## src/rtl/wb_ctrl.sv

```systemverilog
// Writeback-stage controller: registers the MEM/WB result, stalls MEM while a
// load waits for data memory, and drops the writeback with mem_err on timeout.
module wb_ctrl #(
    parameter int WIDTH    = 5,
    parameter int MAX_WAIT = 8
) (
    input  logic             clk,
    input  logic             rst_n,
    input  logic             valid_m,
    input  logic             MemToReg_m,
    input  logic             RegWrite_m,
    input  logic [4:0]       WriteReg_m,
    input  logic [WIDTH-1:0] data_mem,
    input  logic             mem_ready,
    input  logic [WIDTH-1:0] data_alu,
    output logic             stall_m,
    output logic             MemToReg_w,
    output logic             RegWrite_w,
    output logic [4:0]       WriteReg_w,
    output logic [WIDTH-1:0] result_w,
    output logic             mem_err,
    output logic             busy
);

    localparam int CNT_W = $clog2(MAX_WAIT);
    localparam logic [CNT_W-1:0] LAST_CNT = CNT_W'(MAX_WAIT - 1);

    typedef enum logic {IDLE, WAIT_MEM} state_t;

    state_t           state_reg, state_next;
    logic [CNT_W-1:0] wait_cnt_reg, wait_cnt_next;
    logic             pend_we_reg, pend_we_next;
    logic [4:0]       pend_dst_reg, pend_dst_next;
    logic             memtoreg_reg, memtoreg_next;
    logic             regwrite_reg, regwrite_next;
    logic [4:0]       writereg_reg, writereg_next;
    logic [WIDTH-1:0] result_reg, result_next;
    logic             mem_err_reg, mem_err_next;

    always_ff @(posedge clk or negedge rst_n) begin
        if (!rst_n) begin
            state_reg    <= IDLE;
            wait_cnt_reg <= '0;
            pend_we_reg  <= 1'b0;
            pend_dst_reg <= '0;
            memtoreg_reg <= 1'b0;
            regwrite_reg <= 1'b0;
            writereg_reg <= '0;
            result_reg   <= '0;
            mem_err_reg  <= 1'b0;
        end else begin
            state_reg    <= state_next;
            wait_cnt_reg <= wait_cnt_next;
            pend_we_reg  <= pend_we_next;
            pend_dst_reg <= pend_dst_next;
            memtoreg_reg <= memtoreg_next;
            regwrite_reg <= regwrite_next;
            writereg_reg <= writereg_next;
            result_reg   <= result_next;
            mem_err_reg  <= mem_err_next;
        end
    end

    always_comb begin
        state_next    = state_reg;
        wait_cnt_next = wait_cnt_reg;
        pend_we_next  = pend_we_reg;
        pend_dst_next = pend_dst_reg;
        memtoreg_next = memtoreg_reg;
        writereg_next = writereg_reg;
        result_next   = result_reg;
        regwrite_next = 1'b0;
        mem_err_next  = 1'b0;
        stall_m       = 1'b0;

        case (state_reg)
            IDLE: begin
                if (valid_m) begin
                    if (MemToReg_m && !mem_ready) begin
                        // Write enable is folded with the r0 check at issue time.
                        stall_m       = 1'b1;
                        state_next    = WAIT_MEM;
                        wait_cnt_next = CNT_W'(1);
                        pend_we_next  = RegWrite_m && (WriteReg_m != 5'd0);
                        pend_dst_next = WriteReg_m;
                    end else begin
                        result_next   = MemToReg_m ? data_mem : data_alu;
                        memtoreg_next = MemToReg_m;
                        writereg_next = WriteReg_m;
                        regwrite_next = RegWrite_m && (WriteReg_m != 5'd0);
                    end
                end
            end
            WAIT_MEM: begin
                stall_m = 1'b1;
                if (mem_ready) begin
                    result_next   = data_mem;
                    memtoreg_next = 1'b1;
                    writereg_next = pend_dst_reg;
                    regwrite_next = pend_we_reg;
                    state_next    = IDLE;
                    wait_cnt_next = '0;
                end else if (wait_cnt_reg == LAST_CNT) begin
                    mem_err_next  = 1'b1;
                    state_next    = IDLE;
                    wait_cnt_next = '0;
                end else begin
                    wait_cnt_next = wait_cnt_reg + 1'b1;
                end
            end
            default: state_next = IDLE;
        endcase
    end

    assign busy       = (state_reg == WAIT_MEM);
    assign MemToReg_w = memtoreg_reg;
    assign RegWrite_w = regwrite_reg;
    assign WriteReg_w = writereg_reg;
    assign result_w   = result_reg;
    assign mem_err    = mem_err_reg;

endmodule

```

## config.mk

```make
export PLATFORM = sky130hd
export DESIGN_NAME = wb_ctrl
export DESIGN_NICKNAME = d
export VERILOG_FILES = /design/src/rtl/wb_ctrl.sv
export SDC_FILE = /design/constraint.sdc
export NUM_CORES = 1
export LEC_CHECK = 0
export CAP_MARGIN = 5
export CORE_MARGIN = 1
export CORE_UTILIZATION = 54
export DETAILED_ROUTE_END_ITERATION = 7
export DONT_BUFFER_PORTS = 1
export PLACE_DENSITY = 0.77
export SYNTH_ARGS = -nofsm -noshare
export SYNTH_HDL_FRONTEND = slang
export SYNTH_SLANG_ARGS = --single-unit
```

## constraint.sdc

```tcl
create_clock -name clk -period 1.46 [get_ports clk]
set_input_delay 0.292 -clock clk [delete_from_list [all_inputs] [get_ports clk]]
set_output_delay 0.292 -clock clk [all_outputs]
set_load 0.005 [all_outputs]
```

# Word-level counts from Yosys, hierarchy flattened
# Cells that the tools add are included.
classes:
  n_mux: 31
  n_bitwise: 1
  eq_ne: 5
  n_reduce_logical: 7
  n_addsub: 1
ops:
  columns: ["cell", "n"]
  rows:
  - ["$mux W5", 7]
  - ["$pmux W5 S2", 2]
  - ["$mux W1", 13]
  - ["$mux W3", 4]
  - ["$ne A2 B2 Y1 const B", 4]
  - ["$pmux W1 S2", 4]
  - ["$pmux W3 S2", 1]
  - ["$reduce_and A3 Y1", 2]
  - ["$reduce_bool A5 Y1", 1]
  - ["$add A3 B1 Y3 const B", 1]
  - ["$eq A3 B3 Y1 const B", 1]
  - ["$logic_and A1 B1 Y1", 2]
  - ["$reduce_and A2 Y1", 1]
  - ["$logic_not A1 Y1", 1]
  - ["$not A1 Y1", 1]
totals:
  ff_bits: 23
  wordCells: 54
  output_inout_bits: 15

# Depth between registers and ports, before layout
logic_depth:
  depth_word: 5
  depth_mapped: 5
  depth_no_buf: 3

# Worst setup path after synthesis
# OpenSTA, ideal clock, no wires.
synth_timing:
  path_kind: "register to register"
  start: "register state_reg, in the netlist busy"
  end: "register writereg_reg[1], in the netlist WriteReg_w[1]"
  n_path_buf: 2
  slack_ns: -0.079
  setup_ns: 0.125
  t_arrival_ns: 1.414
  t_required_ns: 1.335
  stages_incl_launch_ff: 5
  path_cell_list: "dfrtp_1 > buf_2 > buf_1 > mux2_2 > mux2_2"
synth_via:
  elab_chain_len: 3
  word_cells_on_any_way: 6
  classes_between: "3 x eq/ne; 1 x mux; 1 x bitwise; 1 x reduce/logical"
synth_lines:
  columns: ["element", "line_no", "source"]
  rows:
  - ["start: declaration", "30", "state_t state_reg, state_next;"]
  - ["start signal: assignment", "52", "state_reg <= state_next;"]
  - ["$not A1 Y1 (no line)", null, null]
  - ["$ne A2 B2 Y1 (no line)", null, null]
  - ["$reduce_and A3 Y1 (no line)", null, null]
  - ["end signal: assignment", "58", "writereg_reg <= writereg_next;"]
  - ["end: declaration", "36", "logic [4:0] writereg_reg, writereg_next;"]
# Parallel ways exist; a longest one is shown, timed or not.
# A chain may end at the register's enable or synchronous reset.

# Worst setup path after layout
layout_timing:
  start: "register state_reg, in the netlist busy"
  end: "output port stall_m"
layout_via:
  elab_chain_len: 2
layout_lines:
  columns: ["element", "line_no", "source"]
  rows:
  - ["$not A1 Y1 (no line)", null, null]
  - ["$pmux W1 S2 *", "76", "case (state_reg)"]
  - ["end: declaration", "16", "output logic stall_m,"]
# Every way passes the cells marked *; elsewhere a longest branch is shown, timed or not.

==> flow_results.xml <==
<?xml version="1.0" encoding="UTF-8"?>
<metrics>
  <group name="status">
    <metric name="result_of_the_run" unit="">complete, no violations</metric>
  </group>
  <group name="timing">
    <metric name="maxClockFrequency" unit="GHz">0.700</metric>
    <metric name="timing.final.crit_share" unit="%">97.8</metric>
    <metric name="skew" unit="ns">0.00126</metric>
    <metric name="relSlewSlack" unit="%">32.0</metric>
    <metric name="hold_viol_final" unit="">0</metric>
    <metric name="setup_viol" unit="">0</metric>
    <metric name="unrepaired_setup_endpoints_after_global_routing" unit="">yes</metric>
    <metric name="worst-slew-pin-transition" unit="ns">1.02</metric>
    <metric name="final.min_clock_period" unit="ns">1.43</metric>
    <metric name="maxSlewViolCount" unit="">0</metric>
  </group>
  <group name="synth">
    <metric name="yosys.area_share.simple" unit="%">5.85</metric>
    <metric name="synthDominantCellAreaShare" unit="%">53.9</metric>
    <metric name="ys_warn_count" unit="">0</metric>
    <metric name="ys_top_cells_by_area" unit="">dfrtp_1, mux2_2, ha_1</metric>
    <metric name="synth_compound_area_share" unit="%">7.03</metric>
    <metric name="ys_async_sr_fraction" unit="%">100</metric>
    <metric name="synthCells" unit="">76</metric>
    <metric name="count_of_flip_flops_with_a_built_in_enable_after_synthesis" unit="">0</metric>
    <metric name="ys_seq_area_share" unit="%">53.9</metric>
    <metric name="synth_top_family_by_area" unit="">multiplexers</metric>
    <metric name="synth.cells.most_frequent" unit="">mux2_2, dfrtp_1, inv_1</metric>
    <metric name="synth_xor_xnor_area_share" unit="%">0</metric>
    <metric name="synth.most_common_cell" unit="">mux2_2</metric>
    <metric name="synth_cell_types" unit="">22</metric>
    <metric name="synthMuxAreaShare" unit="%">28.3</metric>
    <metric name="syn-mean-instance-area" unit="sq um">14.1</metric>
    <metric name="syn-num-nets" unit="">99</metric>
    <metric name="synth_top_flop_cell" unit="">dfrtp_1</metric>
    <metric name="synth_top_cell_by_area" unit="">dfrtp_1</metric>
    <metric name="postSynthRegisterBits" unit="">23</metric>
    <metric name="yosys.area_share.adder" unit="%">2.34</metric>
    <metric name="mappedNetlistArea" unit="sq um">1070</metric>
  </group>
  <group name="die">
    <metric name="placementRows" unit="">15</metric>
    <metric name="start_util" unit="%">59.9</metric>
    <metric name="chipHeight" unit="um">46.5</metric>
    <metric name="pin_count" unit="">36</metric>
    <metric name="floorplan.die_area" unit="sq um">2160</metric>
    <metric name="placeableCoreArea" unit="sq um">1780</metric>
    <metric name="die_w" unit="um">46.5</metric>
  </group>
  <group name="route">
    <metric name="drtPass1Iterations" unit="">5</metric>
    <metric name="drc_errors" unit="">0</metric>
    <metric name="vias_per_std_cell" unit="">5.82</metric>
    <metric name="detailroute.via_count" unit="">669</metric>
    <metric name="post_drt_wl_per_cell" unit="um">17.1</metric>
    <metric name="ant_nets" unit="">0</metric>
    <metric name="drt_first_iter_violations" unit="">11</metric>
    <metric name="routed_wl" unit="mm">1.96</metric>
  </group>
  <group name="clock_tree">
    <metric name="clock_path_buffers" unit="">2</metric>
    <metric name="tritoncts" unit="">yes</metric>
    <metric name="worst_skew_pair.late_latency" unit="ns">0.30</metric>
    <metric name="clk_transition_reported_paths" unit="ns">0.13</metric>
    <metric name="clock_sink_count" unit="">23</metric>
    <metric name="clk_root_buffer_cell" unit="">clkbuf_4</metric>
    <metric name="clock_tree.htree_level_count" unit="">1</metric>
    <metric name="tritoncts_buffers" unit="">3</metric>
  </group>
  <group name="placed_design">
    <metric name="count_of_input_and_output_buffers" unit="">0</metric>
    <metric name="globalplace.congestion" unit="">0.708</metric>
    <metric name="area_of_placed_instances" unit="sq um">1180</metric>
    <metric name="place.detailed.hpwl" unit="mm">1.33</metric>
  </group>
  <group name="min_path">
    <metric name="worst_hold_path.endpoint" unit="">pend_dst_reg[2]</metric>
    <metric name="hp-start" unit="">WriteReg_m[2]</metric>
    <metric name="min_delay_path_depth" unit="">1</metric>
    <metric name="worstHoldPathType" unit="">in -&gt; reg</metric>
  </group>
  <group name="global_route">
    <metric name="grt_antenna_before_repair" unit="">0</metric>
    <metric name="grt.overflow.total" unit="">0</metric>
    <metric name="via_count_of_the_first_global_routing_pass" unit="">659</metric>
    <metric name="grt_max_degree" unit="">24</metric>
    <metric name="track_usage" unit="%">20.8</metric>
    <metric name="first_pass_grt_wire_length" unit="mm">3.04</metric>
  </group>
  <group name="worst_setup_path">
    <metric name="reg2reg_depth" unit="">4</metric>
    <metric name="reg2reg_setup_slack" unit="ns">0.04</metric>
    <metric name="worst_setup_path_end_kind" unit="">output pin</metric>
    <metric name="reg2reg_from" unit="">busy</metric>
    <metric name="cp_data_required_time" unit="ns">1.17</metric>
    <metric name="r2r-end" unit="">result_w[2]</metric>
    <metric name="crit_type" unit="">reg -&gt; out</metric>
    <metric name="worst-endpoint-arrival" unit="ns">1.14</metric>
    <metric name="setup.worst_path.start_class" unit="">register</metric>
    <metric name="critical_path.max_fanout" unit="">5</metric>
    <metric name="worstSetupStartpoint" unit="">busy</metric>
  </group>
  <group name="cells_and_area">
    <metric name="filler_cell_count" unit="">122</metric>
    <metric name="syn_to_final_growth" unit="%">20.7</metric>
    <metric name="final_layout_size_suffix_gt1_share" unit="%">52.2</metric>
    <metric name="final_net_count" unit="">114</metric>
    <metric name="n_antenna_cell" unit="">0</metric>
    <metric name="final_cell_area" unit="sq um">1290</metric>
  </group>
  <group name="power_and_ir_drop">
    <metric name="power_per_cell_area" unit="nW/um^2">1130</metric>
    <metric name="max-vdd-ir-drop" unit="V">0.000714</metric>
    <metric name="power" unit="mW">1.46</metric>
    <metric name="p_leak" unit="nW">0.573</metric>
  </group>
  <group name="run">
    <metric name="timing.max_cap.violations" unit="">0</metric>
  </group>
</metrics>
area by class of cell:
type	count	area (sq um)	area share [%]
flip-flops and latches	23	577	44.7
multi-input cells	47	482	37.3
repair buffers	13	161	12.5
well taps	25	31.3	2.42
clock buffers	3	22.5	1.75
inverters	3	11.3	0.873
clock inverters	1	5.00	0.388
report_power, final:
part	internal (mW)	switching, mW	total [mW]
Clock	0.102	0.191	0.293
Sequential	0.760	0.0841	0.844
Combinational	0.207	0.114	0.321
per-stage QoR:
stage	hold WS (ns)	setup slack [ns]	TNS [ns]	cells	util, %
global route	0.0972	-0.0257	-0.0281	115	72.4
global placement	-0.00316	0.0570	0	105	66.1
finish	0.126	0.0314	0	115	72.4
floorplan	-0.00359	0.0178	0	76	-
detailed placement	-0.00314	0.0284	0	105	66.1
CTS	0.117	0.00821	0	111	69.3
what timing repair did:
item                                    in CTS  in global routing
endpoints found under the hold margin       23                  0
gates cloned                                 0                  1
hold buffers                                 1                  0
gates resized for setup                      3                  3
buffers inserted                             1                  3
endpoints found under the setup margin       1                  8
pin swaps                                    0                  1
cell families after synthesis:
group | after synthesis
buf+inv | 6
flops | 23
mux | 27
fa+ha+maj | 2
simple gates | 8
compound gates | 10
metal layers:
metal,routed length [um],GRT usage [%],up-vias
li1,-,-,303
met1,827,26.2,330
met2,952,31.9,32
met3,145,5.88,4
met4,38,11.2,0
met5,0,0,-
cells in the final DEF (no fill, tap or decap), drive strengths merged:
cell type | synthesis | layout
a21oi | 2 | 2
a22o | 2 | 2
and2 | 1 | 1
buf | 3 | 11
clkbuf | 0 | 4
clkinv | 0 | 1
dfrtp | 23 | 23
dlymetal6s4s | 0 | 1
ha | 2 | 2
inv | 3 | 3
mux2 | 26 | 26
mux2i | 1 | 1
nand2b | 1 | 1
nand3 | 1 | 1
nor2 | 1 | 1
nor2b | 2 | 2
nor3b | 1 | 1
o21ai | 1 | 1
o21bai | 1 | 1
o22a | 2 | 2
o32ai | 1 | 1
o41ai | 1 | 1
or4 | 1 | 1
worst max-delay path: stages, from the launching register on:
cell and delay, ns:
dfrtp_2 0.48, buf_12 0.15, a21oi_4 0.15, inv_2 0.05
how the worst max path moves through the flow:
stage	to	slack, ns
after floorplan	WriteReg_w[1]	0.02
after CTS	stall_m	0.008
final	stall_m	0.03
after global placement	pend_dst_reg[3]	0.06
after global routing	stall_m	-0.03
after detailed placement	pend_dst_reg[0]	0.03
(Power assumes the default switching activity.)
